<file path="src/rtl/prg_shift_out.sv">
// Serialises {addr, data} words MSB-first onto a three-wire SoC program port.
// Each word is followed by a latch strobe, then a quiet gap, before the next word is accepted.
module prg_shift_out #(
    parameter int HALF_PERIOD  = 4,
    parameter int LATCH_CYCLES = 4
) (
    input  logic       clk,
    input  logic       reset,
    input  logic       in_valid,
    output logic       in_ready,
    input  logic [7:0] in_addr,
    input  logic [7:0] in_data,
    output logic       prg_din,
    output logic       prg_shift_clk,
    output logic       prg_latch,
    output logic       busy,
    output logic       done
);

    localparam logic [2:0] ST_IDLE  = 3'd0;
    localparam logic [2:0] ST_SETUP = 3'd1;
    localparam logic [2:0] ST_HIGH  = 3'd2;
    localparam logic [2:0] ST_LATCH = 3'd3;
    localparam logic [2:0] ST_GAP   = 3'd4;

    localparam logic [7:0] HALF_LAST  = 8'(HALF_PERIOD - 1);
    localparam logic [7:0] LATCH_LAST = 8'(LATCH_CYCLES - 1);
    localparam logic [4:0] LAST_BIT   = 5'd15;

    logic [2:0]  state_q, state_d;
    logic [15:0] shift_q, shift_d;
    logic [4:0]  bit_cnt_q, bit_cnt_d;
    logic [7:0]  phase_q, phase_d;
    logic        shift_clk_q;
    logic        latch_q;
    logic        busy_q;
    logic        done_q;
    logic        accept;

    assign in_ready = (state_q == ST_IDLE) && !reset;
    assign accept   = in_valid && in_ready;

    always_comb begin
        state_d   = state_q;
        shift_d   = shift_q;
        bit_cnt_d = bit_cnt_q;
        phase_d   = phase_q + 8'd1;
        case (state_q)
            ST_IDLE: begin
                phase_d = phase_q;
                if (accept) begin
                    shift_d   = {in_addr, in_data};
                    bit_cnt_d = 5'd0;
                    phase_d   = 8'd0;
                    state_d   = ST_SETUP;
                end
            end
            ST_SETUP: begin
                if (phase_q == HALF_LAST) begin
                    phase_d = 8'd0;
                    state_d = ST_HIGH;
                end
            end
            ST_HIGH: begin
                // Shifting on the falling edge of the serial clock keeps data
                // stable for the whole high phase; zero fill leaves din low afterwards.
                if (phase_q == HALF_LAST) begin
                    phase_d   = 8'd0;
                    shift_d   = {shift_q[14:0], 1'b0};
                    bit_cnt_d = bit_cnt_q + 5'd1;
                    state_d   = (bit_cnt_q == LAST_BIT) ? ST_LATCH : ST_SETUP;
                end
            end
            ST_LATCH: begin
                if (phase_q == LATCH_LAST) begin
                    phase_d = 8'd0;
                    state_d = ST_GAP;
                end
            end
            ST_GAP: begin
                if (phase_q == HALF_LAST) begin
                    phase_d = 8'd0;
                    state_d = ST_IDLE;
                end
            end
            default: begin
                phase_d = 8'd0;
                state_d = ST_IDLE;
            end
        endcase
    end

    // Pin outputs are registered from the next state so they switch on the same edge as the state.
    always_ff @(posedge clk) begin
        if (reset) begin
            state_q     <= ST_IDLE;
            shift_q     <= 16'd0;
            bit_cnt_q   <= 5'd0;
            phase_q     <= 8'd0;
            shift_clk_q <= 1'b0;
            latch_q     <= 1'b0;
            busy_q      <= 1'b0;
            done_q      <= 1'b0;
        end else begin
            state_q     <= state_d;
            shift_q     <= shift_d;
            bit_cnt_q   <= bit_cnt_d;
            phase_q     <= phase_d;
            shift_clk_q <= (state_d == ST_HIGH);
            latch_q     <= (state_d == ST_LATCH);
            busy_q      <= (state_d != ST_IDLE);
            done_q      <= (state_q == ST_GAP) && (state_d == ST_IDLE);
        end
    end

    assign prg_din       = shift_q[15];
    assign prg_shift_clk = shift_clk_q;
    assign prg_latch     = latch_q;
    assign busy          = busy_q;
    assign done          = done_q;

    a_no_clk_latch_overlap: assert property (@(posedge clk) !(prg_shift_clk && prg_latch));
    a_din_stable_high: assert property (@(posedge clk) disable iff (reset)
        (prg_shift_clk && $past(prg_shift_clk)) |-> $stable(prg_din));

endmodule

</file>
<file path="config.mk">
export PLATFORM = sky130hd
export DESIGN_NAME = prg_shift_out
export DESIGN_NICKNAME = d
export VERILOG_FILES = /design/src/rtl/prg_shift_out.sv
export SDC_FILE = /design/constraint.sdc
export NUM_CORES = 1
export LEC_CHECK = 0
export ABC_AREA = 1
export ABC_CLOCK_PERIOD_IN_PS = 1900
export CAP_MARGIN = 5
export CELL_PAD_IN_SITES_DETAIL_PLACEMENT = 1
export CELL_PAD_IN_SITES_GLOBAL_PLACEMENT = 1
export CORE_UTILIZATION = 26
export DETAILED_ROUTE_END_ITERATION = 10
export GPL_TIMING_DRIVEN = 0
export PLACE_DENSITY = 0.65
export REMOVE_ABC_BUFFERS = 1
export SYNTH_ARGS = -nofsm -noshare
export SYNTH_HDL_FRONTEND = slang
export SYNTH_SLANG_ARGS = --single-unit
</file>
<file path="constraint.sdc">
create_clock -name clk -period 1.9 [get_ports clk]
set_clock_uncertainty 0.05 [all_clocks]
set_input_delay 0.285 -clock clk [delete_from_list [all_inputs] [get_ports clk]]
set_output_delay 0.285 -clock clk [all_outputs]
set_load 0.05 [all_outputs]
</file>
==> results.txt, run 1 <==
----------------------------------------------------
[Logic synthesis]
  Synth Register Bits ... 36
  Gate count of the mapped netlist ... 276
  Proportion of synthesized chip area in sequential cells ... 0.386
  Cell taking the most area after synthesis ... sky130_fd_sc_hd__dfxtp_1
  Cells taking the most area after synthesis ... sky130_fd_sc_hd__dfxtp_1, sky130_fd_sc_hd__nand2_1, sky130_fd_sc_hd__nor2_1, sky130_fd_sc_hd__nand3_1, sky130_fd_sc_hd__o21ai_0
  Count of unique library cells instantiated by Yosys ... 27
  Count of warnings emitted by yosys ... 0
  Syn_area_per_cell ... 6.76 um2
  Portion of synthesized cell area occupied by the leading cell type ... 0.386
  Netlist Area Pre-Place ... 0.00187 mm2

[Setup path]
  Type of element capturing the critical path ... primary output
  Launch point of the worst path ... busy
  Family with the most delay on the worst path ... buffers and inverters
  Total buffers and inverters traversed by the critical path ... 1
  Data required time at the worst endpoint ... 1.56 ns
  Worst setup path class ... register to primary output
  Cells traversed along the worst timing path ... clkdlybuf4s50_1
  Arrival time at the worst endpoint ... 1.42 ns
  Critical-path maximum fanout ... 1
  Kind of start point of the critical path ... register
  Standard cell with the maximum stage delay on the critical path ... sky130_fd_sc_hd__clkdlybuf4s50_1
  Largest stage delay on the critical path ... 0.81 ns
  Worst flop-to-flop path startpoint ... phase_q[0]

[Placement]
  Placed standard-cell area ... 0.00213 mm2
  IO buf count ... 24
  Detail Placement HPWL ... 3040 um
  Final weighted congestion in routability-driven placement ... 0.682
  Placed Instances ... 383
  Worst slack at placement ... -0.552 ns

[Cells and area]
  Total inserted antenna cells ... 0
  Most frequent cells in the layout ... sky130_fd_sc_hd__nand2_1, sky130_fd_sc_hd__nor2_1, sky130_fd_sc_hd__dfxtp_1, sky130_fd_sc_hd__nand3_1, sky130_fd_sc_hd__clkdlybuf4s50_1
  Most common library cell in the layout ignoring fill and taps ... sky130_fd_sc_hd__nand2_1
  Footprint of the multi-input gates ... 996 um2
  Cell area after layout ... 0.00230 mm2
  Flip-flop and latch area ... 724 um2
  Non-filler instance count after layout ... 397
  Fillcell total ... 872
  Area growth syn-to-layout ... 23.3%
  Layout cell share with drive strength beyond 1 ... 0.120
  Final nets ... 322

[Route]
  Routed Wire Length ... 4830 um
  Routed vias/inst ... 4.50
  Overall via count from detail_route ... 1,786
  Final ANT Viol Nets ... 0
  Detailed-route wire length per cell ... 12.2 um
  Initial DRC Count ... 45
  DRC violation count after routing ... 0
  Number of search-and-repair iterations in the first detailed-routing pass ... 4

[GRT]
  Largest net degree at the start of global routing ... 25
  Via count of the first global-routing pass ... 1,768
  Leftover overflow at the end of global routing ... 0
  Number of antenna violations at the first check in global routing ... 0
  Overall fraction of global-route tracks in use ... 0.139
  Wire length of the first global-routing pass ... 8130 um

[Worst hold path]
  Hold path startpoint ... reset
  Hold WC Path Type ... input pin to register

[Timing]
  Setup repair after global routing missed its margin ... no
  Worst slew margin ... 0.654
  Peak clock frequency supported by timing ... 569 MHz
  Pins Over Slew Limit ... 0
  Number of failing setup endpoints in the final timing report ... 0
  Number of hold-slack violations in the final timing report ... 0
  Final setup slack of the worst path ... 0.143 ns
  Pin slew with the least headroom to its limit ... 0.517 ns
  Shortest period the worst path allows ... 1.76 ns
  Crit share post-route ... 0.925

[Die]
  Overall die area ... 0.00752 mm2
  Area of the core ... 0.00687 mm2
  Boundary pin count ... 25
  Initial Util ... 0.272
  Die Height ... 86.7 um
  Number of standard-cell rows in the floorplan ... 30
  Die boundary width ... 86.7 um

[CTS]
  Later-pin clock latency in the skew report ... 0.29 ns
  Clock slew at reported path FFs ... 0.07 ns
  Total number of clock tree sinks ... 36
  Root Driver ... sky130_fd_sc_hd__clkbuf_8
  CTS tree ... done
  Count of hold-fix buffers inserted at cts ... 0
  Number of buffers between clock root and the deepest sink ... 2
  TritonCTS buffer count ... 5
  H-tree depth ... 2

[Job]
  Max-capacitance violation count ... 0

[Pwr]
  PwrDens ... 760 mW/mm2
  P_leak ... 0.952 nW
  Maximum vdd ir drop ... 0.273 mV

[Run status]
  Run status ... completed

----------------------------------------------------
==> Yosys cell counts <==
master                      n
sky130_fd_sc_hd__buf_4      2
sky130_fd_sc_hd__inv_2      3
sky130_fd_sc_hd__or2_1      1
sky130_fd_sc_hd__buf_1      1
sky130_fd_sc_hd__nand3_1   29
sky130_fd_sc_hd__nor2_2     1
sky130_fd_sc_hd__buf_2      4
sky130_fd_sc_hd__a21oi_1    7
sky130_fd_sc_hd__nor3b_2    1
sky130_fd_sc_hd__o21ai_1    1
sky130_fd_sc_hd__clkbuf_1   1
sky130_fd_sc_hd__dfxtp_1   36
sky130_fd_sc_hd__xor2_1     1
sky130_fd_sc_hd__buf_6      5
sky130_fd_sc_hd__o211ai_4   1
sky130_fd_sc_hd__a31oi_1    1
sky130_fd_sc_hd__nand3_4    1
sky130_fd_sc_hd__nor3_1     5
sky130_fd_sc_hd__ha_1       3
sky130_fd_sc_hd__clkinv_2   1
sky130_fd_sc_hd__a21oi_2    3
sky130_fd_sc_hd__nand2_1   67
sky130_fd_sc_hd__nand2_2    4
sky130_fd_sc_hd__nor2_1    61
sky130_fd_sc_hd__o21ai_0   18
sky130_fd_sc_hd__nor2_4     2
sky130_fd_sc_hd__inv_1     16
==> state kept, by name, indices dropped and copies added (netlist names) <==
signal and count:
done 1, state_q 3, prg_shift_clk 1, prg_latch 1, shift_q 16, bit_cnt_q 5, phase_q 8, busy 1
==> where the power goes <==
part / internal, W / total (W) / switching (W)
Sequential: 0.000807 / 0.000840 / 0.0000338
Clock: 0.000296 / 0.000574 / 0.000278
Combinational: 0.000132 / 0.000334 / 0.000202
Total: 0.00123 / 0.00175 / 0.000514
==> through the flow <==
stage                util  power (W)  TNS [ns]  hold slack, ns
floorplan               -    0.00104         0           0.297
global placement    0.310    0.00115    -14.38           0.407
detailed placement  0.310    0.00116    -15.05           0.413
CTS                 0.328    0.00175         0           0.423
global route        0.335    0.00186         0           0.365
finish              0.335    0.00175         0           0.353
==> final cells by class <==
type                       count  area share
multi-input combinational    208       0.433
sequential                    36       0.315
timing repair buffer          28       0.120
tap                           96      0.0522
inverter                      20      0.0397
clock buffer                   8      0.0391
timing repair inverter         1     0.00217
==> layer usage <==
| metal | part of all wire | vias to the layer above | track usage |
|---|---|---|---|
| met5 | 0 | - | 0 |
| met4 | 0.015 | 0 | 0.0409 |
| met3 | 0.029 | 9 | 0.0343 |
| met2 | 0.48 | 20 | 0.247 |
| met1 | 0.48 | 834 | 0.164 |
| li1 | - | 923 | - |
==> timing repair <==
action                                  in CTS  in global routing
gates cloned                                 1                  1
endpoints found under the setup margin      31                 26
gates resized for setup                     11                  9
pin swaps                                    1                  2
setup buffers                                2                  2
==> path summary, 6_finish.rpt <==
path         cells after the start            to  slack [ns]
min reg2reg                      2    shift_q[0]        0.42
max                              1          busy        0.14
max reg2reg                      9    shift_q[2]        0.20
min                              2  bit_cnt_q[3]        0.35
==> logic make-up after synthesis <==
kind of cell / share of synthesized area
buffers and inverters: 0.0938
xor gates and xnor gates: 0.00469
DFF: 0.386
adders and majority gates: 0.0201
AOI/OAI and AO/OA: 0.0985
and+or+nand+nor: 0.397
Note: power is estimated with default switching activity, not from simulation.
==> run 2, diff against run 1 <==
--- a/config.mk
+++ b/config.mk
@@ -10,10 +10,10 @@
 export CAP_MARGIN = 5
 export CELL_PAD_IN_SITES_DETAIL_PLACEMENT = 1
 export CELL_PAD_IN_SITES_GLOBAL_PLACEMENT = 1
-export CORE_UTILIZATION = 26
+export CORE_UTILIZATION = 38
 export DETAILED_ROUTE_END_ITERATION = 10
 export GPL_TIMING_DRIVEN = 0
-export PLACE_DENSITY = 0.65
+export PLACE_DENSITY = 0.86
 export REMOVE_ABC_BUFFERS = 1
 export SYNTH_ARGS = -nofsm -noshare
 export SYNTH_HDL_FRONTEND = slang
==> run 2 against run 1 <==
  * Routed wire length grew 3.9%
  * Worst hold slack improved by 0.089 ns
  * Global-route usage increased by 5.5 points
  * Critical path type is now register to register
==> results.txt, run 2 (synthesized netlist as in run 1, its figures left out) <==
----------------------------------------------------
[CTS]
  Clock slew at reported path FFs ... 0.07 ns (about the same)
  Total number of clock tree sinks ... 36 (unchanged)
  H-tree depth ... 2 (unchanged)
  Later-pin clock latency in the skew report ... 0.29 ns (about the same)
  CTS tree ... done
  TritonCTS buffer count ... 5 (unchanged)
  Number of buffers between clock root and the deepest sink ... 2 (unchanged)
  Root Driver ... sky130_fd_sc_hd__clkbuf_8

[Cells and area]
  Fillcell total ... 628 (-28%)
  Cell area after layout ... 0.00227 mm2 (-1.4%)
  Layout cell share with drive strength beyond 1 ... 0.123 (+0.00292)
  Area growth syn-to-layout ... 21.6%
  Final nets ... 324 (+0.62%)
  Largest register by flop count ... shift_q
  Most frequent cells in the layout ... sky130_fd_sc_hd__nand2_1, sky130_fd_sc_hd__nor2_1, sky130_fd_sc_hd__dfxtp_1, sky130_fd_sc_hd__nand3_1, sky130_fd_sc_hd__clkdlybuf4s50_1
  Total inserted antenna cells ... 0 (unchanged)
  Registers with the most flip-flops ... shift_q: 16 flops, phase_q: 8 flops, bit_cnt_q: 5 flops
  Non-filler instance count after layout ... 369 (-7.1%)
  Most common library cell in the layout ignoring fill and taps ... sky130_fd_sc_hd__nand2_1
  Fraction of the core area covered by cells at the end of the flow ... 0.481 (+0.145)
  Max FFs per register ... 16 (unchanged)

[Timing]
  Peak clock frequency supported by timing ... 545 MHz (-4.2%)
  Crit share post-route ... 0.965 (+0.0407)
  Final setup slack of the worst path ... 0.0661 ns (-0.0774 ns)
  Worst slew margin ... 0.562 (-0.0928)
  Number of failing setup endpoints in the final timing report ... 0 (unchanged)
  Pin slew with the least headroom to its limit ... 0.658 ns (+0.141 ns)
  Number of hold-slack violations in the final timing report ... 0 (unchanged)
  Setup repair after global routing missed its margin ... yes
  Pins Over Slew Limit ... 0 (unchanged)
  Shortest period the worst path allows ... 1.83 ns (+0.0774 ns)

[Route]
  Overall via count from detail_route ... 1,838 (+2.9%)
  Final ANT Viol Nets ... 0 (unchanged)
  Routed Wire Length ... 5010 um (+3.9%)
  Number of search-and-repair iterations in the first detailed-routing pass ... 4 (unchanged)
  Routed vias/inst ... 4.98 (+11%)
  Detailed-route wire length per cell ... 13.6 um (+12%)
  Initial DRC Count ... 59 (+31%)
  DRC violation count after routing ... 0 (unchanged)

[Setup path]
  FF-to-FF End ... shift_q[15]
  FF-to-FF path depth ... 8 (-1)
  Arrival time at the worst endpoint ... 1.96 ns (+0.54 ns)
  Launch point of the worst path ... phase_q[0]
  Slack of the worst reg-to-reg path ... 0.07 ns (-0.13 ns)
  Type of element capturing the critical path ... register
  Largest stage delay on the critical path ... 0.38 ns (-0.43 ns)
  Crit path capture ... shift_q[15]
  Worst flop-to-flop path startpoint ... phase_q[0]
  Data required time at the worst endpoint ... 2.03 ns (+0.47 ns)
  Cells traversed along the worst timing path ... ha_2 > nand2_1 > nor2_1 > nand2_2 > nand2_2 > nand3_4 > o21ai_0 > nor2_1
  Worst setup path class ... register to register
  Critical-path maximum fanout ... 11 (+10)
  Kind of start point of the critical path ... register
  Standard cell with the maximum stage delay on the critical path ... sky130_fd_sc_hd__dfxtp_1

[Placement]
  Placed Instances ... 354 (-7.6%)
  Detail Placement HPWL ... 3110 um (+2.2%)
  Worst slack at placement ... -0.514 ns (+0.0379 ns)
  IO buf count ... 24 (unchanged)
  Placed standard-cell area ... 0.00209 mm2 (-1.7%)
  Final weighted congestion in routability-driven placement ... 0.774 (+13%)

[Worst hold path]
  Hold WC Path Type ... register to register

[GRT]
  Number of antenna violations at the first check in global routing ... 0 (unchanged)
  Leftover overflow at the end of global routing ... 0 (unchanged)
  Via count of the first global-routing pass ... 1,795 (+1.5%)
  Wire length of the first global-routing pass ... 7870 um (-3.1%)
  Overall fraction of global-route tracks in use ... 0.193 (+0.0545)
  Largest net degree at the start of global routing ... 25 (unchanged)

[Pwr]
  Reported net switching power ... 0.000521 W (+1.2%)
  Relative contribution of combinational cells to total power ... 0.199 (+0.008)
  PwrDens ... 754 mW/mm2 (-0.71%)
  Maximum vdd ir drop ... 0.503 mV (+84%)
  Net switching share of the total power ... 0.304 (+0.0101)
  Part of the total power dissipated in sequential elements ... 0.492 (+0.012)
  Share of power burned in the clock network ... 0.309 (-0.019)
  Internal power summed over all cells ... 0.00119 W (-3.5%)
  P_leak ... 0.958 nW (+0.66%)

[Die]
  Boundary pin count ... 25 (unchanged)
  Initial Util ... 0.395 (+0.123)
  Number of standard-cell rows in the floorplan ... 25 (-17%)
  Die Height ... 72.1 um (-17%)
  Area of the core ... 0.00472 mm2 (-31%)
  Die boundary width ... 72.1 um (-17%)
  Overall die area ... 0.00520 mm2 (-31%)

[Job]
  Max-capacitance violation count ... 0 (unchanged)

[Run status]
  Run status ... completed

----------------------------------------------------
==> run 2: final cells by class <==
cell class              count  area [um2]  area share
inverters                  20        91.3      0.0402
flip-flops and latches     36         724       0.319
clock buffers               6        72.6      0.0320
well taps                  67        83.8      0.0369
repair inverters            1        5.00     0.00221
repair buffers             30         292       0.128
multi-input cells         208         996       0.439
clock inverters             1        5.00     0.00221
==> run 2: critical path: cells and delay by family (launching register included) <==
| family | cells | cell delay, ns |
|---|---|---|
| compound gates | 1 | 0.34 |
| simple gates | 6 | 0.70 |
| flops | 1 | 0.38 |
| fa+ha+maj | 1 | 0.24 |
==> run 2: repair_timing <==
action                                 4_1_cts  5_1_grt
setup endpoints to repair                   27       21
gates cloned                                 1        1
resized for setup                           11        6
setup buffers                                1        5
hold buffers                                 0        0
pin swaps                                    1        2
endpoints found under the hold margin        0        0
==> run 2: worst min path at each step <==
stage	slack [ns]	cells after the start	endpoint	startpoint
detailed placement	0.40	2	shift_q[0]	shift_q[0]
global route	0.47	2	shift_q[9]	shift_q[9]
global placement	0.40	2	shift_q[0]	shift_q[0]
floorplan	0.30	1	bit_cnt_q[0]	reset
finish	0.44	2	shift_q[6]	shift_q[6]
CTS	0.42	2	shift_q[0]	shift_q[0]
==> run 2: routing by layer <==
layer	GRT usage	share of wire	wire, um
met1	0.226	0.42	2110
met2	0.345	0.53	2640
met3	0.0389	0.029	144
met4	0.0784	0.023	117
met5	0	0	0
==> run 2: through the flow <==
stage	setup TNS, ns	total power (W)	hold slack [ns]
2_1_floorplan	0	0.00104	0.297
3_3_place_gp	-12.66	0.00114	0.405
3_5_place_dp	-13.11	0.00116	0.405
4_1_cts	0	0.00168	0.423
5_1_grt	-0.157	0.00179	0.468
6_report	0	0.00171	0.442
==> run 2: power by group through the flow <==
stage	sequential, W	clock (W)	combinational (W)
final	0.000842	0.000530	0.000340
after global routing	0.000847	0.000569	0.000377
after CTS	0.000842	0.000533	0.000308
after detailed placement	0.000860	0	0.000296
after global placement	0.000856	0	0.000287
after floorplan	0.000868	0	0.000175
==> run 3, diff against run 2 <==
==> constraint.sdc (replaced) <==
create_clock -name clk -period 1.9 [get_ports clk]
set_clock_uncertainty 0.05 [all_clocks]
set_input_delay 0.38 -clock clk [delete_from_list [all_inputs] [get_ports clk]]
set_output_delay 0.38 -clock clk [all_outputs]
set_load 0.05 [all_outputs]
==> run 3 against run 2 <==
  * Via count fell by 0.22%
  * Clock power is 1% higher
  * Maximum frequency fell by 2.2%
  * Die area unchanged
  * Count of clock-buffer cells in the layout unchanged
  * Global-route usage is 0.38 points lower
  * Flip-flop and latch count stayed put
  * Sequential power hardly changed
  * Register-to-register slack worse by 0.02 ns
  * Critical path depth shrank 7
  * Final cell count is the same
  * Critical path type is now register to primary output
  * Largest cell class unchanged
==> results.txt, run 3 (synthesized netlist as in run 1, its figures left out) <==
----------------------------------------------------
[GRT]
  Number of antenna violations at the first check in global routing ... 0 (unchanged)
  Via count of the first global-routing pass ... 1,784 (-0.61%)
  Wire length of the first global-routing pass ... 7750 um (-1.6%)
  Overall fraction of global-route tracks in use ... 0.190 (-0.00383)
  Largest net degree at the start of global routing ... 25 (unchanged)
  Leftover overflow at the end of global routing ... 0 (unchanged)

[Placement]
  IO buf count ... 24 (unchanged)
  Placed Instances ... 354 (unchanged)
  Final weighted congestion in routability-driven placement ... 0.774 (unchanged)
  Detail Placement HPWL ... 3110 um (unchanged)

[Timing]
  Number of hold-slack violations in the final timing report ... 0 (unchanged)
  Peak clock frequency supported by timing ... 533 MHz (-2.2%)
  Total Neg Setup Slack ... 0 ns (unchanged)
  Worst Hold Slack ... 0.438 ns (-0.00488 ns)
  Crit share post-route ... 0.987 (+0.0215)
  Pin slew with the least headroom to its limit ... 0.508 ns (-0.150 ns)
  Pins Over Slew Limit ... 0 (unchanged)
  Worst slew margin ... 0.661 (+0.0995)
  Number of failing setup endpoints in the final timing report ... 0 (unchanged)
  Shortest period the worst path allows ... 1.87 ns (+0.0408 ns)

[Cells and area]
  Most common library cell in the layout ignoring fill and taps ... sky130_fd_sc_hd__nand2_1
  Max FFs per register ... 16 (unchanged)
  Total inserted antenna cells ... 0 (unchanged)
  Non-filler instance count after layout ... 369 (unchanged)
  Area growth syn-to-layout ... 21.9%
  Largest register by flop count ... shift_q
  Layout cell share with drive strength beyond 1 ... 0.132 (+0.00993)
  Final nets ... 324 (unchanged)
  Most frequent cells in the layout ... sky130_fd_sc_hd__nand2_1, sky130_fd_sc_hd__nor2_1, sky130_fd_sc_hd__dfxtp_1, sky130_fd_sc_hd__nand3_1, sky130_fd_sc_hd__clkdlybuf4s50_1
  Registers with the most flip-flops ... shift_q: 16 flops, phase_q: 8 flops, bit_cnt_q: 5 flops
  Fraction of the core area covered by cells at the end of the flow ... 0.482 (+0.00132)
  Fillcell total ... 624 (-0.64%)

[CTS]
  CTS tree ... done
  Clock slew at reported path FFs ... 0.07 ns (about the same)
  Later-pin clock latency in the skew report ... 0.30 ns (about the same)
  Root Driver ... sky130_fd_sc_hd__clkbuf_8
  TritonCTS buffer count ... 5 (unchanged)
  Number of buffers between clock root and the deepest sink ... 2 (unchanged)
  Total number of clock tree sinks ... 36 (unchanged)
  H-tree depth ... 2 (unchanged)

[Setup path]
  Data required time at the worst endpoint ... 1.47 ns (-0.56 ns)
  Family with the most delay on the worst path ... buffers and inverters
  Arrival time at the worst endpoint ... 1.44 ns (-0.52 ns)
  Largest stage delay on the critical path ... 0.81 ns (+0.43 ns)
  Cells traversed along the worst timing path ... clkdlybuf4s50_1
  Kind of start point of the critical path ... register
  Standard cell with the maximum stage delay on the critical path ... sky130_fd_sc_hd__clkdlybuf4s50_1
  Critical-path maximum fanout ... 1 (-10)
  Total buffers and inverters traversed by the critical path ... 1 (+1)
  Type of element capturing the critical path ... primary output
  Worst setup path class ... register to primary output

[Pwr]
  Part of the total power dissipated in sequential elements ... 0.489 (-0.003)
  Internal power summed over all cells ... 0.00119 W (about the same)
  Net switching share of the total power ... 0.308 (+0.00363)
  Maximum vdd ir drop ... 0.500 mV (-0.51%)
  Reported net switching power ... 0.000530 W (+1.8%)
  Share of power burned in the clock network ... 0.312 (+0.003)
  PwrDens ... 757 mW/mm2 (+0.34%)
  Relative contribution of combinational cells to total power ... 0.199 (about the same)
  P_leak ... 0.973 nW (+1.5%)

[Route]
  Routed vias/inst ... 4.97 (-0.22%)
  Final ANT Viol Nets ... 0 (unchanged)
  DRC violation count after routing ... 0 (unchanged)
  Overall via count from detail_route ... 1,834 (-0.22%)
  Number of search-and-repair iterations in the first detailed-routing pass ... 4 (unchanged)
  Routed Wire Length ... 5070 um (+1.1%)
  Detailed-route wire length per cell ... 13.7 um (+1.1%)
  Initial DRC Count ... 64 (+8.5%)

[Die]
  Number of standard-cell rows in the floorplan ... 25 (unchanged)
  Initial Util ... 0.395 (unchanged)
  Area of the core ... 0.00472 mm2 (unchanged)
  Die Height ... 72.1 um (unchanged)
  Overall die area ... 0.00520 mm2 (unchanged)
  Boundary pin count ... 25 (unchanged)
  Die boundary width ... 72.1 um (unchanged)

[Worst hold path]
  Hold WC Path Type ... input pin to register

[Job]
  Max-capacitance violation count ... 0 (unchanged)

[Run status]
  Run status ... completed

----------------------------------------------------
run 3: cell type report:
cell class,count,area (um2),area share
multi-input combinational,208,1000,0.440
sequential,36,724,0.318
timing repair buffer,30,293,0.129
inverter,20,91.3,0.0401
tap,67,83.8,0.0368
clock buffer,6,72.6,0.0319
clock inverter,1,5.00,0.00220
timing repair inverter,1,5.00,0.00220
run 3: per-layer routing:
metal	share of wire	track usage
met1	0.43	0.217
met5	0	0
met4	0.016	0.0741
met3	0.027	0.0417
met2	0.52	0.342
run 3: metrics by stage:
stage | instance area [um2] | worst slack (ns) | total power (W)
3_3_place_gp | 2090 | -0.680 | 0.00114
6_report | 2280 | 0.0253 | 0.00172
4_1_cts | 2190 | 0.00376 | 0.00168
3_5_place_dp | 2090 | -0.704 | 0.00116
5_1_grt | 2280 | -0.0471 | 0.00180
2_1_floorplan | 1770 | 0.0938 | 0.00104
run 3: timing repair:
item,4_1_cts,5_1_grt
hold buffers,0,0
pin swaps,1,2
cloned,0,2
endpoints found under the setup margin,31,25
buffers inserted,1,5
gates resized for setup,11,12
run 3: power groups by stage:
stage               Clock (W)  Combinational, W  Sequential (W)
global placement            0          0.000287        0.000856
detailed placement          0          0.000296        0.000860
floorplan                   0          0.000175        0.000868
finish               0.000537          0.000343        0.000842
global route         0.000576          0.000379        0.000847
CTS                  0.000533          0.000306        0.000842
run 3: path summary, 6_finish.rpt:
path,startpoint,to,slack [ns],cells after the start
setup / recovery,busy,busy,0.03,1
hold / removal,reset,bit_cnt_q[0],0.44,2
setup reg to reg,phase_q[0],shift_q[15],0.05,8
hold reg to reg,shift_q[6],shift_q[6],0.44,2
